$ cat config.mk
export PLATFORM = sky130hd
export DESIGN_NAME = packet_framer
export DESIGN_NICKNAME = d
export VERILOG_FILES = /design/src/rtl/packet_framer.sv
export SDC_FILE = /design/constraint.sdc
export NUM_CORES = 1
export LEC_CHECK = 0
export CELL_PAD_IN_SITES_DETAIL_PLACEMENT = 0
export CELL_PAD_IN_SITES_GLOBAL_PLACEMENT = 1
export CORE_MARGIN = 4
export CORE_UTILIZATION = 41
export DETAILED_ROUTE_END_ITERATION = 7
export PLACE_DENSITY_LB_ADDON = 0.08
export SYNTH_ARGS = -nofsm -noshare
export SYNTH_HDL_FRONTEND = slang
export SYNTH_SLANG_ARGS = --single-unit
$ cat constraint.sdc
create_clock -name Clk -period 3.8 [get_ports Clk]
set_input_delay 0.38 -clock Clk [delete_from_list [all_inputs] [get_ports Clk]]
set_output_delay 0.38 -clock Clk [all_outputs]
set_load 0.02 [all_outputs]
$ cat src/rtl/packet_framer.sv
`default_nettype none
// ============================================================================
// Module      : packet_framer
// Description : Frames FWFT payload FIFO data into packets for a host-bound
//               stream: two header words, then PAYLOAD_WORDS payload words.
//               Drives the header/payload mux select and the downstream
//               FIFO write enable. Optional trailer word carrying a 32-bit
//               payload sum is enabled by defining FRAMER_TRAILER_EN.
// Revision    : 1.0 - initial release
// ============================================================================
module packet_framer #(
  parameter int unsigned PAYLOAD_WORDS = 256,
  parameter logic [15:0] MAGIC         = 16'hA55A
) (
  input  logic        Clk,
  input  logic        Reset,
  input  logic        Enable,
  input  logic        Fifo_Empty,
`ifdef FRAMER_TRAILER_EN
  input  logic [31:0] Fifo_Data,
`endif
  output logic        Fifo_Rd_En,
  input  logic        Out_Full,
  output logic        Out_Wr_En,
  output logic        Sel,
  output logic [31:0] Header_data,
  output logic        Busy,
  output logic        Pkt_Done,
  output logic [15:0] Seq_Num
);

  localparam logic [2:0] ST_IDLE    = 3'd0;
  localparam logic [2:0] ST_HDR0    = 3'd1;
  localparam logic [2:0] ST_HDR1    = 3'd2;
  localparam logic [2:0] ST_PAYLOAD = 3'd3;
`ifdef FRAMER_TRAILER_EN
  localparam logic [2:0] ST_TRAILER = 3'd4;
`endif

  localparam logic [15:0] LEN_WORD = 16'(PAYLOAD_WORDS);
  localparam logic [15:0] LAST_CNT = 16'(PAYLOAD_WORDS - 1);

  logic [2:0]  state;
  logic [15:0] word_cnt;

`ifdef FRAMER_TRAILER_EN
  logic [31:0] acc;
`endif

  // Handshake decode from registered state; a payload transfer needs both
  // room downstream and valid FIFO data, so pop and write are always equal.
  always_comb begin
    Out_Wr_En  = 1'b0;
    Fifo_Rd_En = 1'b0;
    Sel        = 1'b1;
    case (state)
      ST_HDR0, ST_HDR1: Out_Wr_En = ~Out_Full;
      ST_PAYLOAD: begin
        Sel        = 1'b0;
        Out_Wr_En  = ~Out_Full & ~Fifo_Empty;
        Fifo_Rd_En = ~Out_Full & ~Fifo_Empty;
      end
`ifdef FRAMER_TRAILER_EN
      ST_TRAILER: Out_Wr_En = ~Out_Full;
`endif
      default: ;
    endcase
  end

  assign Busy = (state != ST_IDLE);

  // Packet sequencer: header words, payload count, packet-end bookkeeping.
  always_ff @(posedge Clk) begin
    if (Reset) begin
      state       <= ST_IDLE;
      word_cnt    <= 16'd0;
      Seq_Num     <= 16'd0;
      Header_data <= 32'd0;
      Pkt_Done    <= 1'b0;
    end else begin
      Pkt_Done <= 1'b0;
      case (state)
        ST_IDLE: begin
          if (Enable) begin
            state       <= ST_HDR0;
            Header_data <= {MAGIC, Seq_Num};
          end
        end
        ST_HDR0: begin
          if (Out_Wr_En) begin
            state       <= ST_HDR1;
            Header_data <= {16'h0000, LEN_WORD};
          end
        end
        ST_HDR1: begin
          if (Out_Wr_En) begin
            state    <= ST_PAYLOAD;
            word_cnt <= 16'd0;
          end
        end
        ST_PAYLOAD: begin
          if (Fifo_Rd_En) begin
            word_cnt <= word_cnt + 16'd1;
            if (word_cnt == LAST_CNT) begin
`ifdef FRAMER_TRAILER_EN
              // Trailer carries the sum including this final payload word.
              state       <= ST_TRAILER;
              Header_data <= acc + Fifo_Data;
`else
              state    <= ST_IDLE;
              Pkt_Done <= 1'b1;
              Seq_Num  <= Seq_Num + 16'd1;
`endif
            end
          end
        end
`ifdef FRAMER_TRAILER_EN
        ST_TRAILER: begin
          if (Out_Wr_En) begin
            state    <= ST_IDLE;
            Pkt_Done <= 1'b1;
            Seq_Num  <= Seq_Num + 16'd1;
          end
        end
`endif
        default: state <= ST_IDLE;
      endcase
    end
  end

`ifdef FRAMER_TRAILER_EN
  // Running modulo-2^32 sum of payload words, cleared as HDR0 is entered.
  always_ff @(posedge Clk) begin
    if (Reset) begin
      acc <= 32'd0;
    end else if (state == ST_IDLE && Enable) begin
      acc <= 32'd0;
    end else if (state == ST_PAYLOAD && Fifo_Rd_En) begin
      acc <= acc + Fifo_Data;
    end
  end
`endif

endmodule
`default_nettype wire

# Word-level counts from Yosys, hierarchy flattened

Index checks and enable logic that the tools add are counted.

Eq/ne operators: 9
Bitwise logic cells: 5
Add/subtract/negate cells: 2
Reductions and logical operators: 10
Muxes and demuxes: 16

Operators with widths:

| operator              | count |
|---|---|
| $mux 32               | 2 |
| $pmux 32 s2           | 1 |
| $add 16x1->16 const B | 2 |
| $mux 16               | 2 |
| $pmux 16 s2           | 1 |
| $eq 16x8->1 const B   | 1 |
| $mux 3                | 5 |
| $pmux 3 s4            | 1 |
| $ne 2x2->1 const B    | 5 |
| $reduce_and 3->1      | 3 |
| $eq 3x2->1 const B    | 2 |
| $reduce_and 5->1      | 1 |
| $not 1->1             | 4 |
| $reduce_bool 2->1     | 2 |
| $eq 3x1->1 const B    | 1 |
| $logic_not 3->1       | 1 |
| $mux 1                | 3 |
| $reduce_bool 3->1     | 1 |
| $reduce_or 3->1       | 1 |
| $pmux 1 s2            | 1 |
| $reduce_or 2->1       | 1 |
| $and 1x1->1           | 1 |

Input bits: 5
Register bits: 68
Logic and storage cells: 47
Output and inout port bits: 53

# Logic depth before layout (Yosys ltp)

Depth in word-level cells: 5
Gate-level depth with buffers: 8
Gate-level depth less buffers: 6

# Worst setup path after synthesis

OpenSTA, ideal clock, no wires.

Kind: register to register
From: register state[0]
To: register Seq_Num[15]
Arrival time: 2.448 ns
Data required time: 3.679 ns
Clock period less this slack: 2.569 ns
Buffers on the path: 2
Path slack: 1.231 ns
Cell stages (with the launch flop): 9
Cells stage by stage: dfxtp_1 > ha_1 > clkbuf_1 > or3b_2 > clkbuf_1 > inv_1 > nand4_1 > nor4b_1 > mux2_2

Word-level cells in the longest chain between the ends: 3

Ends and longest elaborated chain:

| element                           | RTL line | source |
|---|---|---|
| from (decl)                       | 43       | `logic [2:0] state;` |
| from (signal assigned)            | 75       | `state <= ST_IDLE;` |
| from (signal assigned)            | 85       | `state <= ST_HDR0;` |
| from (signal assigned)            | 91       | `state <= ST_HDR1;` |
| $eq 3x2->1                        | 56       | `case (state)` |
| $mux 1                            | 56       |  |
| via Fifo_Rd_En                    | 22       | `output logic Fifo_Rd_En,` |
| $reduce_and 3->1 (no source line) | --       |  |
| to (signal assigned)              | 112      | `Seq_Num <= Seq_Num + 16'd1;` |
| to (decl)                         | 29       | `output logic [15:0] Seq_Num` |

The timed path passes the listed nets, and every way through them passes these cells.
A chain may end at the register's enable or synchronous reset.

# Worst setup path after layout

From: register state[1]
To: output Fifo_Rd_En

Word-level cells in the longest chain between the ends: 2

Ends and longest elaborated chain:

| element    | RTL line |
|---|---|
| $eq 3x2->1 | 56 |
| $mux 1     | 56 |
| to (decl)  | 22 |

Every way passes these cells.

==> results.yml <==
yosys:
  synth_warnings: 0
  synthMuxAreaShare_pct: 3.896
  yosys.cell_types.count: 47
  synthAdderAreaFrac_pct: 3.099
  synth-compound-area-share_pct: 18.42
  async_flop_share_pct: 0
  syn_inst: 339
  synth_area_mm2: 0.002826
  synthXorXnorAreaFrac_pct: 0
  synthSimpleGateAreaFrac_pct: 28.20
  synth_edf_count: 0
  ys_ff_latch: 52
  postSynthAreaPerCell_um2: 8.338
  synthFlopType: "dfxtp_1"
  synth_top_family_by_area: "simple AND/OR/NAND/NOR gates"
  ys_seq_area_share_pct: 36.83
placed_design:
  gp_congestion: 0.8050
  hpwl_mm: 4.742
  portBuffers: 49
setup_path:
  rrSetupSlack_ns: 1.06
  critical_path_required_ns: 3.42
  ff2ff_path_depth: 7
  cp.arrival_ns: 2.57
  path_max_fanout: 17
  end_kind: "output port"
  rr_startpoint: "state[1]"
  criticalPathCategory: "reg -> out"
  start_kind: "register"
  reg2reg_to: "Seq_Num[15]"
die:
  fp.dieW_um: 91.03
  die_h_um: 91.03
  io_pins: 58
  rows: 29
  initial_core_util_pct: 43.28
  dieArea_mm2: 0.008286
  coreArea_mm2: 0.006531
cts:
  cts_hold_buf: 0
  cts_tree: "built"
  clk_path_buf_depth: 2
  cts_num_sinks: 52
  cts_resized: 0
  cts-root-buf: "clkbuf_8"
  cts_made_buffers: 5
  htree_levels: 2
  clkLatencyLatePin_ns: 0.31
  post_cts_buffers: 0
  clk_pin_slew_ns: 0.10
outcome:
  status: "completed"
finish:
  regArea_mm2: 0.001041
  fillerInstances: 633
  diodes: 0
  drive_gt1_share_pct: 7.337
  syn2layout_area_growth_pct: 18.55
  multi_input_area_mm2: 0.001545
  final_nets: 379
sta:
  tightestPinTransition_ns: 1.145
  fin_crit_sh_pct: 77.63
  report.final.slew_viol_count: 0
  whs_ns: 0.4921
  rsz0062_at_grt: "no"
  setup_tns_ns: 0
  final.setup_skew_ns: 0.007097
  maxSlewHeadroom_pct: 23.64
  period_needed_ns: 2.950
  setup_viol: 0
  hold_viol: 0
  fmax_mhz: 339.0
power:
  pwr-share-clk_pct: 28.4
  peakVddDrop_uv: 388.5
  powerDensity_mw_per_mm2: 412.4
  leakage_nw: 1.103
  p_sw_w: 0.0004734
  power.total_w: 0.001382
  p_comb_share_pct: 29.5
  intPower_w: 0.0009083
  swShare_pct: 34.26
  seqPwrFrac_pct: 42.1
global_routing:
  grt_usage_pct: 16.68
  grt_pass1_vias: 2274
  grt_pass1_wl_mm: 11.63
  antenna_found_initial: 0
  grt_max_degree: 66
  gr-total-overflow: 0
drt:
  route.detailed.drc: 0
  dr.first_iter.drc_count: 119
  vias: 2541
  wl_per_cell_um: 15.80
  dr.pass1.iters: 4
  wl_mm: 7.032
  detail-route-antenna-nets: 0
  vias_per_cell: 5.710
min_path:
  min_delay_path_depth: 2
  min-delay-start: "Header_data[8]"
  min_path_type: "reg -> reg"
  min_to: "Header_data[8]"
job:
  maxCapViolCount: 0
==> metal layers <==
metal  up-vias  share of wire, %  track usage [%]
met2        48                42            24.59
met1      1208                53            25.09
met5         -                 0                0
met3         4               4.1            3.388
li1       1281                 -                -
met4         0              0.77            3.392
==> metrics by stage <==
step	area [um2]	util, %	instances	worst slack, ns
after floorplan	2853	-	346	1.231
after global placement	3239	49.60	437	0.9316
after detailed placement	3239	49.60	437	0.9033
after CTS	3351	51.30	445	0.8185
after global routing	3351	51.30	445	0.7342
final	3351	51.30	445	0.8501
==> kinds of logic after synthesis <==
logic type | count (synthesis)
DFF | 52
muxes | 10
other | 1
and+or+nand+nor | 140
AOI/OAI and AO/OA | 79
adders and majority gates | 7
buffers and inverters | 50
==> registers in the layout (all words and copies together), names as in the netlist <==
register	count
Seq_Num	16
Pkt_Done	1
state	2
word_cnt	16
Header_data	17
==> area by class of cell <==
type | count | share of cell area, %
timing repair buffer | 53 | 15.38
clock buffer | 5 | 2.054
multi-input combinational | 244 | 46.12
sequential | 52 | 31.07
clock inverter | 3 | 1.270
tap | 77 | 2.875
inverter | 11 | 1.232
==> placed cells by master, fill, tap and decap left out, types with 2 or more instances in the layout <==
master            n
buf_4             4
and2_1            2
or3_1             7
clkbuf_8          5
nor3b_1          14
inv_1            11
nor2b_1          11
clkdlybuf4s50_1  48
or4_1             7
o21ai_0          10
nor3_1            8
nand3b_1          2
and3_1            3
dfxtp_1          52
a31oi_1          17
or4_4             2
ha_1              7
nor2_1           32
mux2i_1           2
conb_1            8
nand3_1           9
nor4_1            3
and4_1            6
a311oi_1          9
mux2_2            8
nand2b_1          4
a21oi_1          20
o31ai_1           8
nand2_1          18
o21a_1            3
nand4_1           8
==> Yosys cell counts (2+ instances only) <==
cell type / number / area (um2)
and4_1: 6 / 52.55
inv_1: 11 / 41.29
nand3_1: 9 / 45.04
a21oi_1: 20 / 100.1
nand3b_1: 2 / 15.01
clkbuf_1: 21 / 78.83
nor4_1: 3 / 18.77
and2_1: 2 / 12.51
nand4_1: 8 / 50.05
ha_1: 7 / 87.58
dfxtp_1: 52 / 1041
buf_6: 3 / 33.78
o21a_1: 3 / 22.52
nor3b_1: 14 / 105.1
buf_4: 15 / 112.6
a311oi_1: 9 / 78.83
mux2_2: 8 / 90.09
nor2_1: 32 / 120.1
nor2b_1: 11 / 68.82
mux2i_1: 2 / 20.02
nor3_1: 8 / 40.04
o21ai_0: 10 / 50.05
a31oi_1: 17 / 106.4
or3_1: 7 / 43.79
nand2b_1: 4 / 25.02
or4_1: 7 / 52.55
nand2_1: 18 / 67.56
or4_4: 2 / 22.52
and3_1: 3 / 18.77
o31ai_1: 8 / 60.06
==> worst max path at each step <==
stage / to / start / cells after the start
final: Fifo_Rd_En / state[1] / 5
after global placement: Seq_Num[15] / Out_Full / 7
after CTS: Fifo_Rd_En / state[1] / 5
after detailed placement: Seq_Num[15] / Out_Full / 7
after global routing: Fifo_Rd_En / state[0] / 5
after floorplan: Seq_Num[15] / state[0] / 8
==> power groups by stage <==
stage	Clock [W]	Combinational (W)	Sequential (W)
finish	0.000392	0.000408	0.000582
global route	0.000424	0.000444	0.000586
CTS	0.000405	0.000410	0.000583
detailed placement	0	0.000408	0.000595
global placement	0	0.000409	0.000594
floorplan	0	0.000298	0.000601
==> critical path: stages (launching register included) <==
cell	delay, ns
dfxtp_1	0.41
ha_1	0.17
buf_4	0.20
or3b_2	0.65
inv_1	0.18
clkdlybuf4s50_1	0.64
(Power assumes the default switching activity.)
